`src/rtl/dso100fb_video_mix_pkg.sv`:
```
// Shared mixing-mode encoding for the layer compositor and its per-layer stages.
package dso100fb_video_mix_pkg;

    typedef logic [1:0] mix_mode_t;

    localparam mix_mode_t MIX_OFF = 2'd0;
    localparam mix_mode_t MIX_ADD = 2'd1;
    localparam mix_mode_t MIX_KEY = 2'd2;
    localparam mix_mode_t MIX_SUB = 2'd3;

endpackage

```
`src/rtl/dso100fb_video_mix_stage.sv`:
```
// One registered overlay stage: applies a single layer to the running accumulator.
module dso100fb_video_mix_stage
    import dso100fb_video_mix_pkg::*;
#(
    parameter int CHANNELS = 4,
    parameter int CHAN_W   = 8
) (
    input  logic                         clk,
    input  logic                         rst,
    input  logic [1:0]                   mode,
    input  logic                         en,
    input  logic [CHANNELS*CHAN_W-1:0]   acc_in,
    input  logic [CHANNELS*CHAN_W-1:0]   layer,
    output logic [CHANNELS*CHAN_W-1:0]   acc_out
);

    logic [CHANNELS*CHAN_W-1:0] mixed;
    logic [CHAN_W:0]            sum;
    logic [CHAN_W-1:0]          a;
    logic [CHAN_W-1:0]          l;

    always_comb begin
        mixed = acc_in;
        sum   = '0;
        a     = '0;
        l     = '0;
        if (en) begin
            case (mode)
                MIX_ADD: begin
                    for (int c = 0; c < CHANNELS; c++) begin
                        a   = acc_in[c*CHAN_W +: CHAN_W];
                        l   = layer[c*CHAN_W +: CHAN_W];
                        sum = {1'b0, a} + {1'b0, l};
                        mixed[c*CHAN_W +: CHAN_W] = sum[CHAN_W] ? {CHAN_W{1'b1}} : sum[CHAN_W-1:0];
                    end
                end
                // Transparency is a whole-pixel decision: any nonzero channel makes the pixel opaque.
                MIX_KEY: begin
                    if (layer != '0) mixed = layer;
                end
                MIX_SUB: begin
                    for (int c = 0; c < CHANNELS; c++) begin
                        a = acc_in[c*CHAN_W +: CHAN_W];
                        l = layer[c*CHAN_W +: CHAN_W];
                        mixed[c*CHAN_W +: CHAN_W] = (a > l) ? a - l : '0;
                    end
                end
                default: mixed = acc_in;
            endcase
        end
    end

    always_ff @(posedge clk) begin
        if (rst) acc_out <= '0;
        else     acc_out <= mixed;
    end

endmodule

```
`src/rtl/dso100fb_video_mix_layers.sv`:
```
// N-layer pixel compositor: base capture, per-overlay stages, timing delay match,
// VSYNC-shadowed modes and a saturating base-layer underrun counter.
module dso100fb_video_mix_layers
    import dso100fb_video_mix_pkg::*;
#(
    parameter int LAYERS   = 2,
    parameter int CHANNELS = 4,
    parameter int CHAN_W   = 8,
    parameter int CNT_W    = 16
) (
    input  logic                                VIDCLK,
    input  logic                                RST,
    input  logic [LAYERS-1:0]                   LAYER_FETCH,
    input  logic [LAYERS-1:0]                   LAYER_EMPTY,
    input  logic [LAYERS*CHANNELS*CHAN_W-1:0]   LAYER_DATA,
    input  logic [2*(LAYERS-1)-1:0]             LAYER_MODE,
    input  logic                                DE,
    input  logic                                HSYNC,
    input  logic                                VSYNC,
    input  logic                                UNDERRUN_CLR,
    output logic [CHANNELS*CHAN_W-1:0]          VID_DATA,
    output logic                                VID_DE,
    output logic                                VID_HSYNC,
    output logic                                VID_VSYNC,
    output logic [CNT_W-1:0]                    UNDERRUN_COUNT
);

    localparam int PW = CHANNELS * CHAN_W;
    localparam int MW = 2 * (LAYERS - 1);

    logic [LAYERS:0]      de_sr;
    logic [LAYERS:0]      hs_sr;
    logic [LAYERS:0]      vs_sr;
    logic                 base_vld;
    logic [PW-1:0]        base_q;
    logic [LAYERS*PW-1:0] acc;
    logic [MW-1:0]        mode_act;
    logic [CNT_W-1:0]     underrun_cnt;
    logic                 vsync_rise;

    // vs_sr[0] is the VSYNC sampled on the previous edge.
    assign vsync_rise = VSYNC & ~vs_sr[0];

    always_ff @(posedge VIDCLK) begin
        if (RST) begin
            de_sr        <= '0;
            hs_sr        <= '0;
            vs_sr        <= '0;
            base_vld     <= 1'b0;
            base_q       <= '0;
            mode_act     <= {(LAYERS-1){MIX_OFF}};
            underrun_cnt <= '0;
        end else begin
            de_sr    <= {de_sr[LAYERS-1:0], DE};
            hs_sr    <= {hs_sr[LAYERS-1:0], HSYNC};
            vs_sr    <= {vs_sr[LAYERS-1:0], VSYNC};
            base_vld <= LAYER_FETCH[0] & ~LAYER_EMPTY[0] & DE;
            base_q   <= base_vld ? LAYER_DATA[PW-1:0] : '0;
            if (vsync_rise) mode_act <= LAYER_MODE;
            if (UNDERRUN_CLR)
                underrun_cnt <= '0;
            else if (DE && LAYER_FETCH[0] && LAYER_EMPTY[0] && underrun_cnt != {CNT_W{1'b1}})
                underrun_cnt <= underrun_cnt + CNT_W'(1);
        end
    end

    assign acc[PW-1:0] = base_q;

    for (genvar k = 1; k < LAYERS; k++) begin : g_layer
        logic [k:0]    vld_sr;
        logic [PW-1:0] data_sr [k];

        always_ff @(posedge VIDCLK) begin
            if (RST) vld_sr <= '0;
            else     vld_sr <= {vld_sr[k-1:0], LAYER_FETCH[k] & ~LAYER_EMPTY[k] & DE};
        end

        // Data carries no reset: it only reaches the output when its valid bit is set.
        always_ff @(posedge VIDCLK) begin
            data_sr[0] <= LAYER_DATA[k*PW +: PW];
            for (int i = 1; i < k; i++) data_sr[i] <= data_sr[i-1];
        end

        dso100fb_video_mix_stage #(
            .CHANNELS(CHANNELS),
            .CHAN_W  (CHAN_W)
        ) u_stage (
            .clk    (VIDCLK),
            .rst    (RST),
            .mode   (mode_act[(k-1)*2 +: 2]),
            .en     (vld_sr[k]),
            .acc_in (acc[(k-1)*PW +: PW]),
            .layer  (data_sr[k-1]),
            .acc_out(acc[k*PW +: PW])
        );
    end

    assign VID_DATA       = acc[(LAYERS-1)*PW +: PW];
    assign VID_DE         = de_sr[LAYERS];
    assign VID_HSYNC      = hs_sr[LAYERS];
    assign VID_VSYNC      = vs_sr[LAYERS];
    assign UNDERRUN_COUNT = underrun_cnt;

endmodule
```
`config.mk`:
```
export PLATFORM = sky130hd
export DESIGN_NAME = dso100fb_video_mix_layers
export DESIGN_NICKNAME = d
export VERILOG_FILES = /design/src/rtl/dso100fb_video_mix_pkg.sv /design/src/rtl/dso100fb_video_mix_stage.sv /design/src/rtl/dso100fb_video_mix_layers.sv
export SDC_FILE = /design/constraint.sdc
export NUM_CORES = 1
export LEC_CHECK = 0
export ABC_CLOCK_PERIOD_IN_PS = 3150
export CORE_ASPECT_RATIO = 1.2
export CORE_MARGIN = 4
export CORE_UTILIZATION = 55
export CTS_CLUSTER_DIAMETER = 30
export DETAILED_ROUTE_END_ITERATION = 8
export GPL_TIMING_DRIVEN = 0
export PLACE_DENSITY = 0.89
export REMOVE_ABC_BUFFERS = 1
export SKIP_CTS_REPAIR_TIMING = 1
export SYNTH_ARGS = -nofsm -noshare
export SYNTH_HDL_FRONTEND = slang
export SYNTH_SLANG_ARGS = --single-unit
```
`constraint.sdc`:
```
create_clock -name VIDCLK -period 3.15 [get_ports VIDCLK]
set_input_delay 0.4725 -clock VIDCLK [delete_from_list [all_inputs] [get_ports VIDCLK]]
set_output_delay 0.4725 -clock VIDCLK [all_outputs]
set_load 0.02 [all_outputs]
```
==> flow_summary.toml <==
[synth]
yosys_most_used_dff = "dfxtp_1"
synth_cell_types = 88
yosysSeqAreaShare_pct = 32.3
yosysWarnings = 0
async_flop_share_pct = 0
netlist_area_sq_um = 7810
synthCells = 903
avgSynthCellArea_sq_um = 8.65
ys_seq_elements = 126
synth-edff-count = 0

[clocking]
clk_path_buf_depth = 2
root_buffer = "clkbuf_16"
cts_tree = "built"
htreeDepth = 4
clock-sinks = 126
clkTransAtPathRegs_ps = 60
numCtsBuffers = 17
clk_latency_ps = 430

[worst_setup_path]
worstSetupStartpoint = "mode_act[0]"
start_kind = "flip-flop"
r2r_cells = 6
critPathArrivalTime_ps = 3130
cp.required_ps = 3480
crit_path_max_fanout = 28
reg2reg_from = "mode_act[0]"
reg2reg_slack_ps = 340
end_kind = "flip-flop"
r2r-end = "g_layer[1].u_stage.acc_out[16]"
crit_type = "reg2reg"

[placed_design]
io_buffer_count = 126
post-dp-hpwl_mm = 15.4
place_congestion = 0.936

[timing]
final-setup-viol-count = 0
fin_crit_ps = 2810
slew_headroom_pct = 3.97
clock.fmax_ghz = 0.356
fin_hold_ws_ps = 435
hold_viol = 0
tightestPinTransition_ps = 1440
slew_viol_final = 0
rsz0062_at_grt = "false"
fin_setup_tns_ps = 0
fin_worst_skew_ps = 5.55
fin_crit_sh_pct = 89.1

[worst_hold_path]
hold_class = "reg2reg"
hold_depth = 1
whs_endpoint = "hs_sr[2]"
min_from = "hs_sr[1]"

[global_route]
grtUsageTotal_pct = 27.4
grt-ovfl-total = 0
antenna_found_initial = 0
grt_pass1_wl_mm = 35.5
grt_max_degree = 40
grt_pass1_vias = 7344

[drt]
drt_iter0_drc = 833
dr.pass1.iters = 7
num_vias = 7393
wire_per_inst_um = 18.7
routed_via_density = 6.18
route.detailed.drc = 0
drt_wl_total_mm = 22.3
ant_nets = 0

[final_layout]
drive_gt1_share_pct = 7.02
fillers = 1040
finalNetCount = 1161
area_growth_pct = 25.1
n_antenna_cell = 0
utilization_pct = 70.4

[pwr]
p_leak_nw = 3.93
peakVddDrop_v = 0.000328
power_density_nw_per_um2 = 420

[die]
die_area_sq_um = 16200
fp.dieH_um = 139
num_rows = 47
io_pins = 127
fp.dieW_um = 117
core_region_area_sq_um = 13900
initial_core_util_pct = 56.3

[run_status]
status = "finished, final reports clean"

[flow_run]
max_cap_viol_count = 0
[through the flow]
step                instance area [sq um]  setup WS [ps]  cells  power [mW]
finish                               9770            344   1196        4.11
global route                         9770            181   1196        4.24
CTS                                  9760          -80.7   1195        4.12
detailed placement                   9150           -508   1163        2.11
global placement                     9100           -713   1160        2.10
floorplan                            7620            886    863        1.92
[cells in the mapped netlist (7+ instances only)]
master	count	area [sq um]
o21ai_1	7	35.0
clkbuf_1	23	86.3
nor3_1	21	105
fa_1	8	160
nor2b_1	29	181
nand3b_1	7	52.6
ha_1	65	813
o21ai_0	62	310
o22ai_1	7	43.8
or3_1	9	56.3
o211ai_1	11	82.6
nand4_1	11	68.8
nor4_1	10	62.6
and2_1	35	219
a21oi_1	46	230
xor2_1	9	78.8
buf_2	10	50.1
nand3_1	16	80.1
nand2_1	35	131
nand2b_1	12	75.1
dfxtp_1	126	2520
nor2_1	60	225
inv_1	70	263
a221oi_1	7	61.3
o311a_1	7	70.1
a31oi_1	15	93.8
xnor2_1	24	210
o21a_1	15	113
a21o_1	12	90.1
[worst max-delay path by stage]
stage	end	slack, ps	cells past startpoint
after floorplan	g_layer[1].u_stage.acc_out[16]	890	4
after global placement	base_q[24]	-710	3
after detailed placement	g_layer[1].u_stage.acc_out[23]	-510	5
after CTS	g_layer[1].u_stage.acc_out[23]	-80	5
after global routing	g_layer[1].u_stage.acc_out[16]	180	6
final	g_layer[1].u_stage.acc_out[16]	340	6
[cells in the final DEF, fill, tap and decap left out, types with 10 or more instances in the layout]
master	count
nor2b_1	27
o21a_1	14
clkdlybuf4s50_1	125
clkbuf_16	17
nor3_1	21
nand2_1	35
o211ai_1	11
a31oi_1	15
nor2_1	60
ha_1	65
nor4_1	10
inv_1	69
a21oi_1	46
o21ai_0	61
nand4_1	11
nand2b_1	12
dfxtp_1	126
xnor2_1	24
nand3_1	16
and2_1	35
a21o_1	12
[cell type report]
| class | instances | area, sq um | area share [%] |
|---|---|---|---|
| timing repair inverter | 1 | 5.00 | 0.0512 |
| tap | 171 | 214 | 2.19 |
| clock inverter | 13 | 163 | 1.66 |
| multi-input combinational | 666 | 4840 | 49.6 |
| timing repair buffer | 129 | 1310 | 13.4 |
| sequential | 126 | 2520 | 25.8 |
| inverter | 71 | 270 | 2.77 |
| clock buffer | 19 | 443 | 4.53 |
[power breakdown]
part | switching (mW) | internal [mW]
logic | 0.214 | 0.204
clock network | 0.748 | 1.27
registers | 0.0435 | 1.63
[kinds of logic (layout without fill, tap and decap cells)]
logic type / Yosys count / in the layout / synth area share [%]
AO/OA/AOI/OAI: 279 / 279 / 25.8
XOR/XNOR: 33 / 33 / 3.70
adder cells (fa/ha/maj): 73 / 73 / 12.5
buffers and inverters: 111 / 233 / 5.83
flip-flops: 126 / 126 / 32.3
multiplexers: 3 / 3 / 0.384
AND/OR/NAND/NOR: 278 / 278 / 19.5
[sequential cells by signal, summed over array words and instances (netlist names)]
register,cells
g_layer.data_sr,32
de_sr,3
mode_act,2
UNDERRUN_COUNT,16
g_layer.vld_sr,2
base_q,32
hs_sr,3
g_layer.u_stage.acc_out,32
vs_sr,3
base_vld,1
[routing by layer]
layer	track usage, %	vias to the layer above	share of wire (%)
met3	7.64	93	9.5
met1	32.3	3426	39
met4	13.5	0	4.3
met2	45.1	400	47
met5	0	-	0
li1	-	3474	-
[worst max-delay path: stages (launching register included)]
cell      delay [ps]
dfxtp_1          470
inv_1            170
nor2_2          1080
o221ai_1         400
nand2_1          150
o2bb2a_2         220
a211oi_2         200
No activity file was read; power rests on OpenSTA's default activity.
==> RTL edit 1: new RTL, config.mk and constraints unchanged <==
Change the parameter `CNT_W` from 16 to 14.
--- a/src/rtl/dso100fb_video_mix_layers.sv
+++ b/src/rtl/dso100fb_video_mix_layers.sv
@@ -6,7 +6,7 @@
     parameter int LAYERS   = 2,
     parameter int CHANNELS = 4,
     parameter int CHAN_W   = 8,
-    parameter int CNT_W    = 16
+    parameter int CNT_W    = 14
 ) (
     input  logic                                VIDCLK,
     input  logic                                RST,
Ports: changed (resized UNDERRUN_COUNT); port bits go from 127 to 125. The function was not compared with the original's and may differ.
==> RTL edit 1 against the unedited design <==
Via count down 4.5%. Clock skew is 0.0039 ns higher. Setup slack got worse by 0.28 ns. Total power up 1.0%. Sequential cell count down 2. Critical path depth is the same. Cell area decreased by 3.8%. Wire length fell by 4.6%. Area after synthesis down 4.9%. Utilization rose by 0.57 points.
==> RTL edit 1: results (changes against the unedited design) <==
outcome=finished clean; worst reg2reg endpoint=g_layer[1].u_stage.acc_out[31]; P_leak=3.739 nW (-4.9%); port buffer count=124 (-1.6%); synth warn=0 (unchanged); Final Net Count=1,118 (-3.7%); Avg WL per Cell=18.54 µm (-0.75%); sequential fraction of the synthesis area=33.40% (+1.1 points); Synth Flop Type=dfxtp_1; Fin Clk Skew=0.009419 ns (+0.003870 ns); clk buf depth=2 (unchanged); DP Worst Slack=0.1250 ns (+0.6335 ns); # H-tree levels=4 (unchanged); Num CTS Buffers=17 (unchanged); Largest regs=base_q (32), g_layer.data_sr (32), g_layer.u_stage.acc_out (32); dpl hpwl=15,060 µm (-2.0%); Clock Latency Late Sink=0.43 ns (about the same); vias in the first global route=6,784 (-7.6%); crit-path max FO=11 (-61%); Unique masters post-synth=66 (-25%); DR iter-0 viols=677 (-19%); Rel. slew slack=17.58% (+14 points); final RePlAce weighted congestion=0.9578 (+2.4%); aggregate global-route resource usage=27.60% (+0.20 points); Min-Delay Path Depth=1 (unchanged); drt pass-1 iters=5 (-2); antenna violations before repair=0 (unchanged); WHS Endpoint=hs_sr[1]; VDD IR max=0.3636 mV (+11%); vias per cell=6.143 (-0.63%); synth top area cells=dfxtp_1 (33%), ha_1 (11%), nor2_1 (4.9%); synth cell count leaders=dfxtp_1 (124), nor2_1 (97), ha_1 (65), inv_1 (51), o21ai_0 (47); R2R Path Start=g_layer[1].data_sr[0][28]; diode count=0 (unchanged); flop2flop setup slack=0.07 ns (-0.28 ns); Arr. time, crit path=3.45 ns (+0.32 ns); first-pass GRT wire length=34,120 µm (-3.9%); root buffer cell=clkbuf_16; ratio of cells with drive above 1 in the final layout=6.212% (-0.81 points); hold_sp=hs_sr[0]; die width=114.1 µm (-2.3%); largest net degree at the start of global routing=41 (+2.5%)
[RTL edit 1: layout make-up]
cell class                 instances  area, µm²
timing repair buffer             128       1326
tap                              168      210.2
multi-input combinational        647       4551
clock buffer                      18      439.2
sequential                       124       2482
inverter                          51      191.4
clock inverter                    14      195.2
fill                            1004       3842
[RTL edit 1: critical path, stage by stage, from the launching register on]
cell and delay [ns]:
dfxtp_1 0.35, nor4_1 0.50, nand4_1 0.49, nor3_2 1.12
a221o_1 0.31, a32o_1 0.14, a31o_2 0.11
[RTL edit 1: routing by layer]
layer / up-vias / wire [µm] / GRT usage, %
li1: 3326 / - / -
met1: 3280 / 8350 / 33.64
met2: 389 / 10070 / 44.60
met3: 69 / 2175 / 8.668
met4: 0 / 728 / 12.28
met5: - / 0 / 0
[RTL edit 1: worst max path at each step]
stage / from / endpoint / slack [ns]
final: g_layer[1].data_sr[0][28] / g_layer[1].u_stage.acc_out[31] / 0.07
after global routing: g_layer[1].data_sr[0][28] / g_layer[1].u_stage.acc_out[27] / 0.03
after CTS: g_layer[1].data_sr[0][28] / g_layer[1].u_stage.acc_out[29] / 0.11
after detailed placement: g_layer[1].data_sr[0][28] / g_layer[1].u_stage.acc_out[29] / 0.13
after global placement: RST / base_q[14] / -1.59
after floorplan: base_q[0] / g_layer[1].u_stage.acc_out[4] / 0.89
[RTL edit 1: power breakdown]
part | internal, mW | total, mW | leakage [nW] | switching (mW)
Clock | 1.35 | 2.09 | 0.310 | 0.748
Sequential | 1.61 | 1.65 | 1.01 | 0.0466
Combinational | 0.200 | 0.402 | 2.41 | 0.202
[RTL edit 1: per-stage QoR]
step | instances | utilization (%) | hold WS (ns) | instance area, µm²
after detailed placement | 1117 | 66.11 | 0.4284 | 8751
after CTS | 1149 | 70.90 | 0.4462 | 9385
after floorplan | 821 | - | 0.4138 | 7197
after global routing | 1150 | 70.97 | 0.4579 | 9395
after global placement | 1113 | 65.33 | 0.4178 | 8648
final | 1150 | 70.97 | 0.4410 | 9395
[RTL edit 1: cell families after synthesis]
| family | synth area share [%] |
|---|---|
| compound gates | 20.61 |
| xor+xnor | 3.300 |
| fa+ha+maj | 13.10 |
| buf+inv | 5.741 |
| flops | 33.40 |
| mux | 0.8249 |
| simple gates | 23.03 |
==> RTL edit 2: new RTL, same flow settings <==
Without the edit above. Reset style: asynchronous (`RST` and `rst`), changed in 3 clocked blocks.
--- a/src/rtl/dso100fb_video_mix_stage.sv
+++ b/src/rtl/dso100fb_video_mix_stage.sv
@@ -50,7 +50,7 @@
         end
     end
 
-    always_ff @(posedge clk) begin
+    always_ff @(posedge clk or posedge rst) begin
         if (rst) acc_out <= '0;
         else     acc_out <= mixed;
     end
--- a/src/rtl/dso100fb_video_mix_layers.sv
+++ b/src/rtl/dso100fb_video_mix_layers.sv
@@ -41,7 +41,7 @@
     // vs_sr[0] is the VSYNC sampled on the previous edge.
     assign vsync_rise = VSYNC & ~vs_sr[0];
 
-    always_ff @(posedge VIDCLK) begin
+    always_ff @(posedge VIDCLK or posedge RST) begin
         if (RST) begin
             de_sr        <= '0;
             hs_sr        <= '0;
@@ -70,7 +70,7 @@
         logic [k:0]    vld_sr;
         logic [PW-1:0] data_sr [k];
 
-        always_ff @(posedge VIDCLK) begin
+        always_ff @(posedge VIDCLK or posedge RST) begin
             if (RST) vld_sr <= '0;
             else     vld_sr <= {vld_sr[k-1:0], LAYER_FETCH[k] & ~LAYER_EMPTY[k] & DE};
         end
Formal check against the unedited RTL: differs if RST is asserted again (counterexample within 4 cycles, from zero or initial values and one cycle with RST high); with RST held inactive, the same outputs for 10 cycles.
==> RTL edit 2 against the unedited design <==
Setup slack got worse by 0.16 ns. Area after synthesis decreased by 5.1%. Cell area is 3.2% lower. Sequential cell count unchanged. Total power rose by 12%. Clock skew up 0.0039 ns. Wire length decreased by 11%. Critical path type unchanged.
==> RTL edit 2: results (changes against the unedited design) <==
outcome=finished clean; mux cell area share after synthesis=0.7089% (+0.32 points); via count=6,422 (-13%); adder-cell share of the synthesized area=13.13% (+0.67 points); first-pass GRT wire length=31,610 µm (-11%); DR iter-0 viols=533 (-36%); flop2flop setup slack=0.19 ns (-0.16 ns); Post-DP Area=8796 µm² (-3.9%); grt met3 use=6.524% (-1.1 points); aggregate global-route resource usage=26.11% (-1.3 points); Clock Pin Slew Worst Setup and Hold Paths=0.06 ns (about the same); # H-tree levels=4 (unchanged); crit path kind=reg -> reg; synth top area cells=dfrtp_1 (32%), ha_1 (11%), dfxtp_1 (8.6%); largest net degree at the start of global routing=61 (+53%); WHS=0.3462 ns (-0.08884 ns); crit-path max FO=13 (-54%); Fin Clk Skew=0.009399 ns (+0.003851 ns); dpl hpwl=13,830 µm (-10%); Syn Inst Count=797 (-12%); hold_sp=vs_sr[1]; top-area cell type share of the netlist area=31.73% (-0.56 points); DP Worst Slack=0.06996 ns (+0.5784 ns); cell class contributing the biggest share of worst-path delay=simple AND/OR/NAND/NOR gates; synth warn=0 (unchanged); Inst Count DP=1,059 (-8.9%); ratio of cells with drive above 1 in the final layout=5.525% (-1.5 points); Clock Latency Late Sink=0.43 ns (about the same); CP peak stage delay=0.62 ns (-0.46 ns); final RePlAce weighted congestion=0.9201 (-1.7%); VDD IR max=0.4650 mV (+42%); Setup crit start=g_layer[1].data_sr[0][17]; slowest CP cell=nor4_1; maximum clock rate=0.3375 GHz (-5.3%); GRT met1 Usage=30.37% (-1.9 points); Unique masters post-synth=70 (-20%); Post-Route WL=19,810 µm (-11%); Avg WL per Cell=18.15 µm (-2.8%); Global Route met2 Usage=44.53% (-0.54 points); worst reg2reg endpoint=g_layer[1].u_stage.acc_out[26]; diode count=0 (unchanged); vias in the first global route=6,571 (-11%); Compound-Gate Fraction of Synth Area=18.35% (-7.5 points); drt pass-1 iters=5 (-2); R2R depth=7 (+1); sequential fraction of the synthesis area=40.37% (+8.1 points); ys async rst share=74.60% (+75 points); P_leak=4.202 nW (+6.9%); clk buf depth=2 (unchanged); GRT overflow=0 (unchanged); Arr. time, crit path=3.27 ns (+0.14 ns); antenna violations before repair=0 (unchanged); synth cell count leaders=dfrtp_1 (94), nor2_1 (70), ha_1 (65), inv_1 (62), a21oi_1 (47); Min-Delay Path Depth=0 (-1); Rel. slew slack=6.031% (+2.1 points); Post-Synth XOR/XNOR Area=5.789% (+2.1 points); WHS Endpoint=vs_sr[2]
-- RTL edit 2: power by group --
group,total [mW],switching [mW],internal [mW],leakage (nW)
combinational,0.692,0.373,0.319,2.35
sequential,1.75,0.0716,1.68,1.54
clock,2.16,0.743,1.42,0.316
-- RTL edit 2: routing by layer --
| metal | vias to the layer above | wire [µm] |
|---|---|---|
| met3 | 62 | 1677 |
| met1 | 3050 | 7621 |
| met5 | - | 0 |
| li1 | 3012 | - |
| met2 | 298 | 9798 |
| met4 | 0 | 710 |
-- RTL edit 2: layout make-up --
type	count	area (µm²)
clock buffer	21	480.5
clock inverter	11	178.9
fill	1000	3780
inverter	64	244.0
multi-input combinational	573	4048
sequential	126	2993
tap	168	210.2
timing repair buffer	128	1304
-- RTL edit 2: worst register-to-register path: cells and delay by family, from the launching register on --
kind            cells  cell delay (ns)
simple gates        4             1.74
compound gates      3             0.71
flops               1             0.39
